<file path="src/rtl/lif_neuron.sv">
// lif_neuron: leaky integrate-and-fire neuron with N_IN signed spike synapses.
//
// Each cycle it counts the excitatory (+1) and inhibitory (-1) pulses, adds
// their net to a saturating membrane potential, and fires a one-cycle signed
// spike when the potential would exceed THRESHOLD. After a fire the potential
// is cleared and the neuron ignores input for REFRACT cycles.
//
// Compile-time option:
//   LIF_NEURON_LEAK_EN  when defined, a free-running counter subtracts 1 from
//                       the potential every LEAK_PERIOD cycles (dropped while
//                       refractory). When undefined the neuron does not leak.
//
// Ports:
//   clk        rising-edge clock
//   rst        asynchronous reset, active-high
//   spike_in   per-channel spike pulse [N_IN]
//   sign_in    per-channel polarity, 1 = excitatory, 0 = inhibitory [N_IN]
//   weight     polarity reported on sign_out when firing
//   spike_out  registered one-cycle fire pulse
//   sign_out   registered polarity of the fire pulse, 0 when not firing
//   potential  registered membrane potential [CNT_W]

module lif_neuron #(
  parameter int unsigned N_IN        = 4,
  parameter int unsigned CNT_W       = 4,
  parameter int unsigned THRESHOLD   = 2,
  parameter int unsigned REFRACT     = 2,
  parameter int unsigned LEAK_PERIOD = 8
) (
  input  logic              clk,
  input  logic              rst,
  input  logic [N_IN-1:0]   spike_in,
  input  logic [N_IN-1:0]   sign_in,
  input  logic              weight,
  output logic              spike_out,
  output logic              sign_out,
  output logic [CNT_W-1:0]  potential
);

  // Pulse-count width, signed sum width and refractory counter width.
  localparam int unsigned PC_W  = $clog2(N_IN + 1);
  localparam int unsigned SUM_W = CNT_W + PC_W + 1;
  localparam int unsigned RC_W  = (REFRACT > 1) ? $clog2(REFRACT) : 1;

  localparam logic [CNT_W-1:0]        POT_MAX = '1;
  localparam logic signed [SUM_W-1:0] SUM_MAX = $signed(SUM_W'(POT_MAX));

  localparam logic [0:0] ST_INTEGRATE  = 1'b0;
  localparam logic [0:0] ST_REFRACTORY = 1'b1;

  // Elaboration-time parameter sanity checks.
  if (N_IN < 1) begin : g_chk_n_in
    $error("lif_neuron: N_IN must be at least 1");
  end
  if (THRESHOLD >= (2 ** CNT_W) - 1) begin : g_chk_threshold
    $error("lif_neuron: THRESHOLD must be below the saturated potential");
  end
  if (LEAK_PERIOD < 2) begin : g_chk_leak_period
    $error("lif_neuron: LEAK_PERIOD must be at least 2");
  end

  logic [0:0]       state_q, state_d;
  logic [RC_W-1:0]  rcnt_q, rcnt_d;
  logic [CNT_W-1:0] pot_q, pot_d;
  logic             spike_q, spike_d;
  logic             sign_q, sign_d;

  logic [PC_W-1:0]         pos_cnt;
  logic [PC_W-1:0]         neg_cnt;
  logic signed [SUM_W-1:0] sum_s;
  logic [CNT_W-1:0]        pot_next;
  logic                    fire;
  logic                    leak_tick;

`ifdef LIF_NEURON_LEAK_EN
  localparam int unsigned LC_W = $clog2(LEAK_PERIOD);

  logic [LC_W-1:0] leak_cnt_q;

  // Free-running leak counter; runs in every state, the tick is only
  // consumed while integrating.
  assign leak_tick = (leak_cnt_q == LC_W'(LEAK_PERIOD - 1));

  always_ff @(posedge clk or posedge rst) begin
    if (rst) begin
      leak_cnt_q <= '0;
    end else if (leak_tick) begin
      leak_cnt_q <= '0;
    end else begin
      leak_cnt_q <= leak_cnt_q + LC_W'(1);
    end
  end
`else
  assign leak_tick = 1'b0;
`endif

  // Count excitatory and inhibitory pulses separately.
  always_comb begin
    pos_cnt = '0;
    neg_cnt = '0;
    for (int i = 0; i < int'(N_IN); i++) begin
      if (spike_in[i]) begin
        if (sign_in[i]) begin
          pos_cnt = pos_cnt + PC_W'(1);
        end else begin
          neg_cnt = neg_cnt + PC_W'(1);
        end
      end
    end
  end

  // Net update in a wide signed sum, then clamp into [0, POT_MAX].
  always_comb begin
    sum_s = $signed(SUM_W'(pot_q))
          + $signed(SUM_W'(pos_cnt))
          - $signed(SUM_W'(neg_cnt))
          - $signed(SUM_W'(leak_tick));
    if (sum_s[SUM_W-1]) begin
      pot_next = '0;
    end else if (sum_s > SUM_MAX) begin
      pot_next = POT_MAX;
    end else begin
      pot_next = sum_s[CNT_W-1:0];
    end
    fire = (pot_next > CNT_W'(THRESHOLD));
  end

  // Next-state and registered-output logic.
  always_comb begin
    state_d = state_q;
    rcnt_d  = rcnt_q;
    pot_d   = pot_q;
    spike_d = 1'b0;
    sign_d  = 1'b0;

    case (state_q)
      ST_INTEGRATE: begin
        if (fire) begin
          spike_d = 1'b1;
          sign_d  = weight;
          pot_d   = '0;
          if (REFRACT > 0) begin
            state_d = ST_REFRACTORY;
            rcnt_d  = RC_W'(REFRACT - 1);
          end
        end else begin
          pot_d = pot_next;
        end
      end

      ST_REFRACTORY: begin
        // Inputs and leak are discarded; the last count leaves on this edge.
        pot_d = '0;
        if (rcnt_q == '0) begin
          state_d = ST_INTEGRATE;
        end else begin
          rcnt_d = rcnt_q - RC_W'(1);
        end
      end

      default: begin
        state_d = ST_INTEGRATE;
        rcnt_d  = '0;
        pot_d   = '0;
      end
    endcase
  end

  // State and output registers.
  always_ff @(posedge clk or posedge rst) begin
    if (rst) begin
      state_q <= ST_INTEGRATE;
      rcnt_q  <= '0;
      pot_q   <= '0;
      spike_q <= 1'b0;
      sign_q  <= 1'b0;
    end else begin
      state_q <= state_d;
      rcnt_q  <= rcnt_d;
      pot_q   <= pot_d;
      spike_q <= spike_d;
      sign_q  <= sign_d;
    end
  end

  assign spike_out = spike_q;
  assign sign_out  = sign_q;
  assign potential = pot_q;

endmodule

</file>
<file path="config.mk">
export PLATFORM = sky130hd
export DESIGN_NAME = lif_neuron
export DESIGN_NICKNAME = d
export VERILOG_FILES = /design/src/rtl/lif_neuron.sv
export SDC_FILE = /design/constraint.sdc
export NUM_CORES = 1
export LEC_CHECK = 0
export CORE_MARGIN = 8
export CORE_UTILIZATION = 50
export DETAILED_ROUTE_END_ITERATION = 8
export PLACE_DENSITY = 0.78
export SYNTH_ARGS = -nofsm -noshare
export SYNTH_HDL_FRONTEND = slang
export SYNTH_SLANG_ARGS = --single-unit
</file>
<file path="constraint.sdc">
create_clock -name clk -period 2.45 [get_ports clk]
set_input_delay 0.3675 -clock clk [delete_from_list [all_inputs] [get_ports clk]]
set_output_delay 0.3675 -clock clk [all_outputs]
set_load 0.03 [all_outputs]
</file>
==> flow_summary.toml, run 1 <==
[outcome]
status = "finished with violations"
violations = "setup timing"

[pwr]
p_per_area_nw_per_um2 = 650
clkPwrFrac = 0.115
max-vdd-ir-drop_mv = 0.569
finalPower_uw = 864
power.share.sequential = 0.212
power_leakage_uw = 0.000637
switchingPower_uw = 348
combPwrFrac = 0.673
internal_power_uw = 516
swShare = 0.403

[global_routing]
grt_max_degree = 9
grt_pass1_vias = 769
grt-busiest-layer = "met2"
grtUsageMet1 = 0.126
track_usage = 0.125
grt_overflow_total = 0
met2_usage = 0.224
antenna_found_initial = 0
grt_pass1_wl_um = 3200
use_met3 = 0.0584

[detailed_routing]
drc = 0
drtIter0Drc = 3
wirelength_um = 2130
routedWlPerCell_um = 14.9
routed_via_density = 5.29
final_antenna_net_count = 0
dr.pass1.iters = 4
num_vias = 757

[worst_setup_path]
reg2regPathDepth = 7
required_ns = 2.58
cp-end-kind = "flop"
critical_path_class = "primary input to flop"
timing.rr.start = "potential[1]"
rrSetupSlack_ns = 0.24
path_max_fanout = 3
worst_ep_arrival_time_ns = 3.70
worst_setup_path_start_kind = "primary input"
r2r-end = "rcnt_q"

[timing]
slew_violations = 0
skew_ns = 0.00327
finalHoldViolCount = 0
fin_crit_ns = 3.57
rsz0062_at_grt = "yes"
setup_violations = 6
fin_crit_sh = 1.46
setup_ws_ns = -1.12
fin_hold_ws_ns = 0.352
clock.fmax_mhz = 280

[finish]
area_growth_pct = 60.9
diodes = 0
fill_cells = 83
fin_nets = 156
drive_gt1_frac = 0.394
fin_area_um2 = 1330
final_core_util = 0.872

[yosys]
synth_compound_area_frac = 0.0788
syn_area_per_cell_um2 = 9.28
synth_cell_type_count = 28
synth_ff_type = "dfrtp_1"
async_flop_share = 1.00
synth_fa_ha_area_frac = 0.270
synth_top_family_by_area = "adder cells"
netlist_area_um2 = 826
synth_common_cells = "13 x ha_1, 13 x inv_1, 10 x nand2_1, 8 x dfrtp_1"
synth_top_area_share = 0.242
postSynthRegisterBits = 8
yosysSeqAreaShare = 0.242
synth-edff-count = 0
yosysWarnings = 0
synth-xor-area-share = 0.0848
yosys.area_share.simple = 0.194
synth.area.top_cells = "dfrtp_1 24%, ha_1 20%, fa_1 7.3%, inv_1 5.9%, mux2_2 5.5%"
muxShareOfSynthArea = 0.0667
netlist_instances = 89
yosys.area.top_type = "dfrtp_1"

[die]
initial_core_util = 0.542
die_x_um = 56.6
num_rows = 14
die_h_um = 56.6
ios = 17
die-area_um2 = 3210
core-area_um2 = 1520

[clocking]
cts-root-buf = "clkbuf_4"
cts_max_path_buffers = 2
cts.clk_slew.worst_paths_ns = 0.05
cts_tree = "done"
cts_sinks = 8
clock_latency_ns = 0.26
numCtsBuffers = 3
cts_htree_levels = 1

[flow_run]
timing.max_cap.violations = 0

[min_path]
hp-class = "primary input to async pin"

[placed_design]
hpwl_um = 1590
dpl_cell_area_um2 = 1190
gp_congestion = 0.870
portBuffers = 16
place_ws_ns = -1.92
-- logic make-up (layout without fill, tap and decap cells) --
group / count (synthesis) / after routing
buffers and inverters: 13 / 50
adder cells (fa/ha/maj): 16 / 16
multiplexers: 5 / 5
other: 1 / 2
XOR/XNOR: 8 / 8
flip-flops: 8 / 8
AO/OA/AOI/OAI: 9 / 9
AND/OR/NAND/NOR: 29 / 29
-- registers in the layout (all words and copies together) (netlist names) --
register and count:
spike_out 1, state_q 1, potential 4, sign_out 1
rcnt_q 1
-- stage by stage --
| stage | cells | setup TNS [ns] |
|---|---|---|
| 2_1_floorplan | 90 | -7.16 |
| 6_report | 143 | -6.30 |
| 4_1_cts | 143 | -6.89 |
| 3_5_place_dp | 138 | -11.06 |
| 5_1_grt | 143 | -6.70 |
| 3_3_place_gp | 138 | -10.63 |
-- power by group through the flow --
stage / Sequential, µW / Clock, µW / Combinational [µW]
floorplan: 219 / 0 / 293
global placement: 185 / 0 / 500
detailed placement: 186 / 0 / 518
CTS: 184 / 102 / 556
global route: 186 / 107 / 632
finish: 183 / 99.3 / 582
-- area by class of cell --
cell class / instances / area [µm²] / share of cell area
well taps: 16 / 20.0 / 0.0151
flip-flops and latches: 8 / 200 / 0.151
repair buffers: 34 / 292 / 0.219
inverters: 13 / 48.8 / 0.0367
multi-input cells: 69 / 746 / 0.561
clock buffers: 3 / 22.5 / 0.0169
-- worst max-delay path, stage by stage --
cell and delay [ns]:
buf_6 0.10, nor2b_4 0.13, ha_4 0.21, mux2_4 0.27, ha_4 0.21, mux2_4 0.28, ha_4 0.21, mux2_4 0.27
fa_1 0.48, fa_2 0.36, xnor2_1 0.13, a211o_1 0.27, nor4bb_1 0.29, a22oi_1 0.10
-- repair_timing --
| item | CTS | global route |
|---|---|---|
| pin swaps | 10 | 13 |
| hold buffers | 0 | 0 |
| gates resized for setup | 24 | 10 |
| setup endpoints to repair | 6 | 6 |
| buffers inserted | 2 | 0 |
-- cells in the final DEF, fill, tap and decap left out, types with 2 or more instances in the layout --
| cell | Yosys | final |
|---|---|---|
| xor2_1 | 4 | 2 |
| buf_6 | 0 | 2 |
| a22oi_1 | 2 | 2 |
| clkbuf_4 | 0 | 3 |
| ha_1 | 13 | 8 |
| nand2_1 | 10 | 8 |
| xor2_2 | 0 | 2 |
| nand3_2 | 0 | 2 |
| xnor2_1 | 4 | 4 |
| nor2_1 | 2 | 2 |
| fa_1 | 3 | 2 |
| conb_1 | 1 | 2 |
| mux2_4 | 0 | 4 |
| ha_4 | 0 | 5 |
| inv_1 | 13 | 12 |
| dfrtp_1 | 8 | 8 |
| nand2_2 | 0 | 2 |
| clkdlybuf4s50_1 | 0 | 12 |
| nor3_1 | 2 | 2 |
| and2_1 | 3 | 3 |
| buf_4 | 0 | 18 |
-- worst max-delay path by stage --
| stage | slack, ns | from | cells after the start | to |
|---|---|---|---|---|
| floorplan | -1.29 | spike_in[0] | 13 | rcnt_q |
| global placement | -1.87 | sign_in[0] | 14 | rcnt_q |
| detailed placement | -1.92 | sign_in[0] | 14 | rcnt_q |
| CTS | -1.23 | sign_in[0] | 14 | rcnt_q |
| global route | -1.19 | spike_in[0] | 14 | rcnt_q |
| finish | -1.12 | sign_in[0] | 14 | rcnt_q |
-- routing by layer --
layer	vias up	share of wire
li1	373	-
met1	368	0.42
met2	13	0.53
met3	3	0.048
met4	0	0.0047
met5	-	0
Note: power is estimated with default switching activity, not from simulation.
==> run 2, diff against run 1 <==
--- a/config.mk
+++ b/config.mk
@@ -7,6 +7,7 @@
 export LEC_CHECK = 0
 export CORE_MARGIN = 8
 export CORE_UTILIZATION = 50
+export CTS_CLUSTER_SIZE = 16
 export DETAILED_ROUTE_END_ITERATION = 8
 export PLACE_DENSITY = 0.78
 export SYNTH_ARGS = -nofsm -noshare
==> constraint.sdc (replaced) <==
create_clock -name clk -period 3.4 [get_ports clk]
set_input_delay 0.51 -clock clk [delete_from_list [all_inputs] [get_ports clk]]
set_output_delay 0.51 -clock clk [all_outputs]
set_load 0.03 [all_outputs]
==> run 2 against run 1 <==
The run still ends with setup timing left; non-clock buffer count down 1; sequential cell count unchanged; register-to-register slack gained 0.85 ns; critical path depth increased by 4; clock power fell by 33%; utilization shrank 0.33 points; wire length fell by 2.2%; die area did not move; combinational power is 22% lower; final area is 0.38% lower; critical path type unchanged; total power down 24%; global-route usage up 0.27 points.
==> flow_summary.toml, run 2 (synthesis results as in run 1) <==
[outcome]
status = "finished with violations"
violations = "setup timing"

[detailed_routing]
final_antenna_net_count = 0
drtIter0Drc = 17
wirelength_um = 2080
met3_length_um = 155
dr.max_layer_used = "met3"
m1WireLength_um = 813
routed_via_density = 5.37
dr.pass1.iters = 4
drc = 0
routedWlPerCell_um = 14.6
dr_wl_met2_um = 1110
num_vias = 762

[placed_design]
hpwl_um = 1590
gp_congestion = 0.829
placed_cells = 137
place_ws_ns = -1.12
portBuffers = 16
dpl_cell_area_um2 = 1180

[die]
die_h_um = 56.6
core-area_um2 = 1520
ios = 17
die_x_um = 56.6
num_rows = 14
initial_core_util = 0.542
die-area_um2 = 3210

[finish]
fin_area_um2 = 1320
diodes = 0
fin_nets = 155
final_cell_mix = "16 x buf_4, 12 x inv_1, 12 x clkdlybuf4s50_1"
layout_commonest_cell = "buf_4"
finalNonFillerCells = 142
largest_reg_flops = 4
area_growth_pct = 60.3
drive_gt1_frac = 0.373

[timing]
fin_tns_setup_ns = -2.28
setup_ws_ns = -0.428
setup_violations = 6
fin_crit_ns = 3.83
rsz0062_at_grt = "yes"
skew_ns = 0.00244
clock.fmax_mhz = 261
slew_violations = 0
fin_crit_sh = 1.13
finalHoldViolCount = 0

[global_routing]
track_usage = 0.128
grt_max_degree = 9
grt_overflow_total = 0
grt_pass1_vias = 800
antenna_found_initial = 0
grt_pass1_wl_um = 3370

[clocking]
cts_max_path_buffers = 2
cts-root-buf = "clkbuf_4"
cts_sinks = 8
clock_latency_ns = 0.25
cts.clk_slew.worst_paths_ns = 0.05
cts_htree_levels = 1
cts_hold_buffers = 0
numCtsBuffers = 3
cts_tree = "done"

[pwr]
swShare = 0.397
clkPwrFrac = 0.102
combPwrFrac = 0.694
max-vdd-ir-drop_mv = 0.476
power_leakage_uw = 0.000631
internal_power_uw = 395
finalPower_uw = 655
switchingPower_uw = 260
power.share.sequential = 0.204
p_per_area_nw_per_um2 = 495

[worst_setup_path]
path_max_fanout = 4
required_ns = 3.58
cp_slowest_cell = "fa_1"
crit_chain = "buf_6 -> nand2_1 -> inv_1 -> ha_1 -> nand2_1 -> o21ai_1 -> ha_1 -> mux2_4 -> ha_4 -> nand3_1 -> xor2_1 -> fa_1 -> ha_4 -> o21ba_1 -> a211o_1 -> buf_6 -> nor2_4 -> and4bb_2"
worst_setup_path_start_kind = "primary input"
worst-path-buf-inv = 3
worst_ep_arrival_time_ns = 4.01
crit_family = "adder cells"
max_stage_delay_ns = 0.51
cp-end-kind = "flop"
critical_path_class = "primary input to flop"

[flow_run]
timing.max_cap.violations = 0

[min_path]
hp-class = "primary input to async pin"
run 2: cell count changes in the layout (fill, tap and decap cells not counted), sizes merged:
cell	previous run	this run
buf	21	20
run 2: area by class of cell:
class | instances | area (µm²)
inverters | 13 | 48.8
clock buffers | 3 | 22.5
repair buffers | 33 | 288
flip-flops and latches | 8 | 200
fillers | 84 | 200
multi-input cells | 69 | 744
well taps | 16 | 20.0
run 2: through the flow:
stage | hold WS (ns) | util
detailed placement | 0.589 | 0.776
global route | 0.516 | 0.869
finish | 0.504 | 0.869
CTS | 0.511 | 0.821
global placement | 0.570 | 0.776
floorplan | 0.326 | -
run 2: worst reg2reg max path, stage by stage (launching register included):
cell,delay (ns)
dfrtp_1,0.40
fa_1,0.61
ha_4,0.24
o21ba_1,0.19
a211o_1,0.33
buf_6,0.14
nor2_4,0.11
and4bb_2,0.23
run 2: power groups by stage:
stage | logic [µW] | clock network, µW | registers (µW)
detailed placement | 370 | 0 | 135
finish | 455 | 66.7 | 133
global placement | 360 | 0 | 133
floorplan | 211 | 0 | 158
CTS | 396 | 69.0 | 134
global route | 498 | 77.8 | 135
run 2: routing by layer:
layer / up-vias / GRT usage
li1: 373 / -
met5: - / 0
met4: 0 / 0.0172
met2: 31 / 0.227
met3: 0 / 0.0539
met1: 358 / 0.139
run 2: worst paths after layout:
check	start	end	slack [ns]	depth (start not counted)
setup reg to reg	potential[2]	potential[0]	1.09	7
hold reg to reg	rcnt_q	state_q	0.59	2
min in group clk	rcnt_q	state_q	0.59	2
max in group asynchronous	rst	rcnt_q	2.67	2
setup / recovery	spike_in[0]	potential[0]	-0.43	18
hold / removal	rst	spike_out	0.50	2
run 2: what timing repair did:
item	4_1_cts	5_1_grt
setup buffers	0	2
cloned	0	0
setup endpoints to repair	6	6
gates resized for setup	24	9
pin swaps	10	10
==> edit, RTL diff (flow settings as in run 1) <==
Build with the macro `LIF_NEURON_LEAK_EN` defined.
--- a/src/rtl/lif_neuron.sv
+++ b/src/rtl/lif_neuron.sv
@@ -21,2 +21,4 @@
 //   potential  registered membrane potential [CNT_W]
+
+`define LIF_NEURON_LEAK_EN
 
Check against the original RTL: not equivalent (a bounded check fails within 10 cycles, from zero or initial values and one cycle with rst high).
==> edit against run 1 <==
The run still ends with negative setup slack left. Sequential cell count rose by 3. Cell area rose by 31%. Synthesized area rose by 29%. Die area rose by 20%. Power rose by 49%. Setup slack got worse by 0.58 ns. Count of clock-buffer cells in the layout rose by 1. First-iteration DRC count rose to 18 times the old value. Global-route usage rose by 2.7 points. Routed wire length rose by 47%. Non-clock buffer count rose by 19. Largest cell class unchanged. Largest power group unchanged. Highest routed layer unchanged.
==> edit: results (changes against run 1) <==
result of the run: finished with violations
violated checks: negative setup slack
Worst Path Max Fanout: 4 (+1)
Worst Setup SP: spike_in[0]
Buffers, non-clock: 53 (+56%)
overall routing resource usage: 15.15% (+2.7 points)
via count: 1014 (+34%)
Worst R2R Path Depth: 9 (+2)
clock buffer count: 4 (+1)
fraction of area in multi-input gates: 52.30% (-3.8 points)
HPWL Detailed: 2.077 mm (+30%)
Clk Latency, worst-skew pair: 0.28 ns (+0.02 ns)
sequential share of the synthesized area: 25.85% (+1.6 points)
clk cell area share: 1.511% (-0.18 points)
wire per inst: 15.83 um (+6.4%)
top post-synthesis cells by area: dfrtp_1 (26%), ha_1 (19%), fa_1 (5.6%)
# setup viols final: 6 (unchanged)
PnR worst setup slack: -1.697 ns (-0.5761 ns)
setup TNS: -10.10 ns (-3.795 ns)
Worst Skew: 0.01012 ns (+0.006852 ns)
#MultiIn Comb: 86 (+25%)
DR iter-0 viols: 55 (+52)
Placed Area: 0.001491 sq mm (+25%)
CTS Buf Count: 3 (unchanged)
Final Util: 87.75% (+0.56 points)
Seq area share: 15.83% (+0.76 points)
inverter count: 16 (+3)
Worst Path Arrival: 4.29 ns (+0.59 ns)
CP max stage cell: fa_1
Post-synth top cells: ha_1 (16), inv_1 (16), dfrtp_1 (11)
reg-to-reg setup timing slack: -0.38 ns (-0.62 ns)
post-synthesis area per instance: 9.507 sq um (+2.5%)
Data buffer area share: 24.96% (+3.0 points)
Primary FF master, synth: dfrtp_1
share of layout cells above drive strength 1: 43.53% (+4.2 points)
Reg clk slew, reported paths: 0.08 ns (+0.03 ns)
leak pwr: 0.8332 nW (+31%)
synth unique cells: 33 (+18%)
Layout Nets: 201 (+29%)
pin count of the biggest net entering global routing: 12 (+3)
# fillers: 98 (+18%)
first-pass GRT wire length: 4.830 mm (+51%)
Place WS: -2.467 ns (-0.5458 ns)
placed instance count: 179 (+30%)
Final GP Congestion: 0.8809 (+1.3%)
worst vdd ir: 0.6801 mV (+20%)
vias in the first global route: 1058 (+38%)
final WL: 3.118 mm (+47%)
flip-flop and latch count: 11 (+3)
Root Buffer: clkbuf_4
[edit: what timing repair did]
action | CTS | global route
gates resized for setup | 21 | 14
cloned | 0 | 0
pin swaps | 16 | 17
endpoints found under the setup margin | 6 | 6
buffers inserted | 10 | 5
endpoints found under the hold margin | 0 | 0
[edit: how the worst min path moves through the flow]
| stage | endpoint | slack (ns) | from | cells past startpoint |
|---|---|---|---|---|
| final | leak_cnt_q[0] | 0.38 | rst | 2 |
| after global routing | leak_cnt_q[0] | 0.46 | rst | 2 |
| after CTS | leak_cnt_q[0] | 0.39 | rst | 2 |
| after detailed placement | leak_cnt_q[0] | 0.44 | leak_cnt_q[0] | 1 |
| after global placement | leak_cnt_q[0] | 0.42 | leak_cnt_q[0] | 1 |
| after floorplan | leak_cnt_q[0] | 0.22 | rst | 1 |
[edit: per-layer routing]
layer	track usage, %	part of all wire [%]
met5	0	0
met4	6.122	2.5
met3	2.509	4.0
met2	27.94	54
met1	16.58	40
[edit: cell families (layout without fill, tap and decap cells)]
kind of cell	after synthesis	after routing	synth area share (%)
flip-flops	11	11	25.85
XOR/XNOR	10	10	9.637
buffers and inverters	16	73	5.641
other	1	2	0.3522
AND/OR/NAND/NOR	32	32	15.75
AO/OA/AOI/OAI	15	15	10.34
multiplexers	8	8	7.990
adder cells (fa/ha/maj)	19	19	24.44
[edit: report_power, final]
group | switching (W) | internal [W] | total [W]
Clock | 0.0000664 | 0.0000632 | 0.000130
Sequential | 0.0000193 | 0.000219 | 0.000238
Combinational | 0.000455 | 0.000468 | 0.000924
Total | 0.000541 | 0.000750 | 0.00129
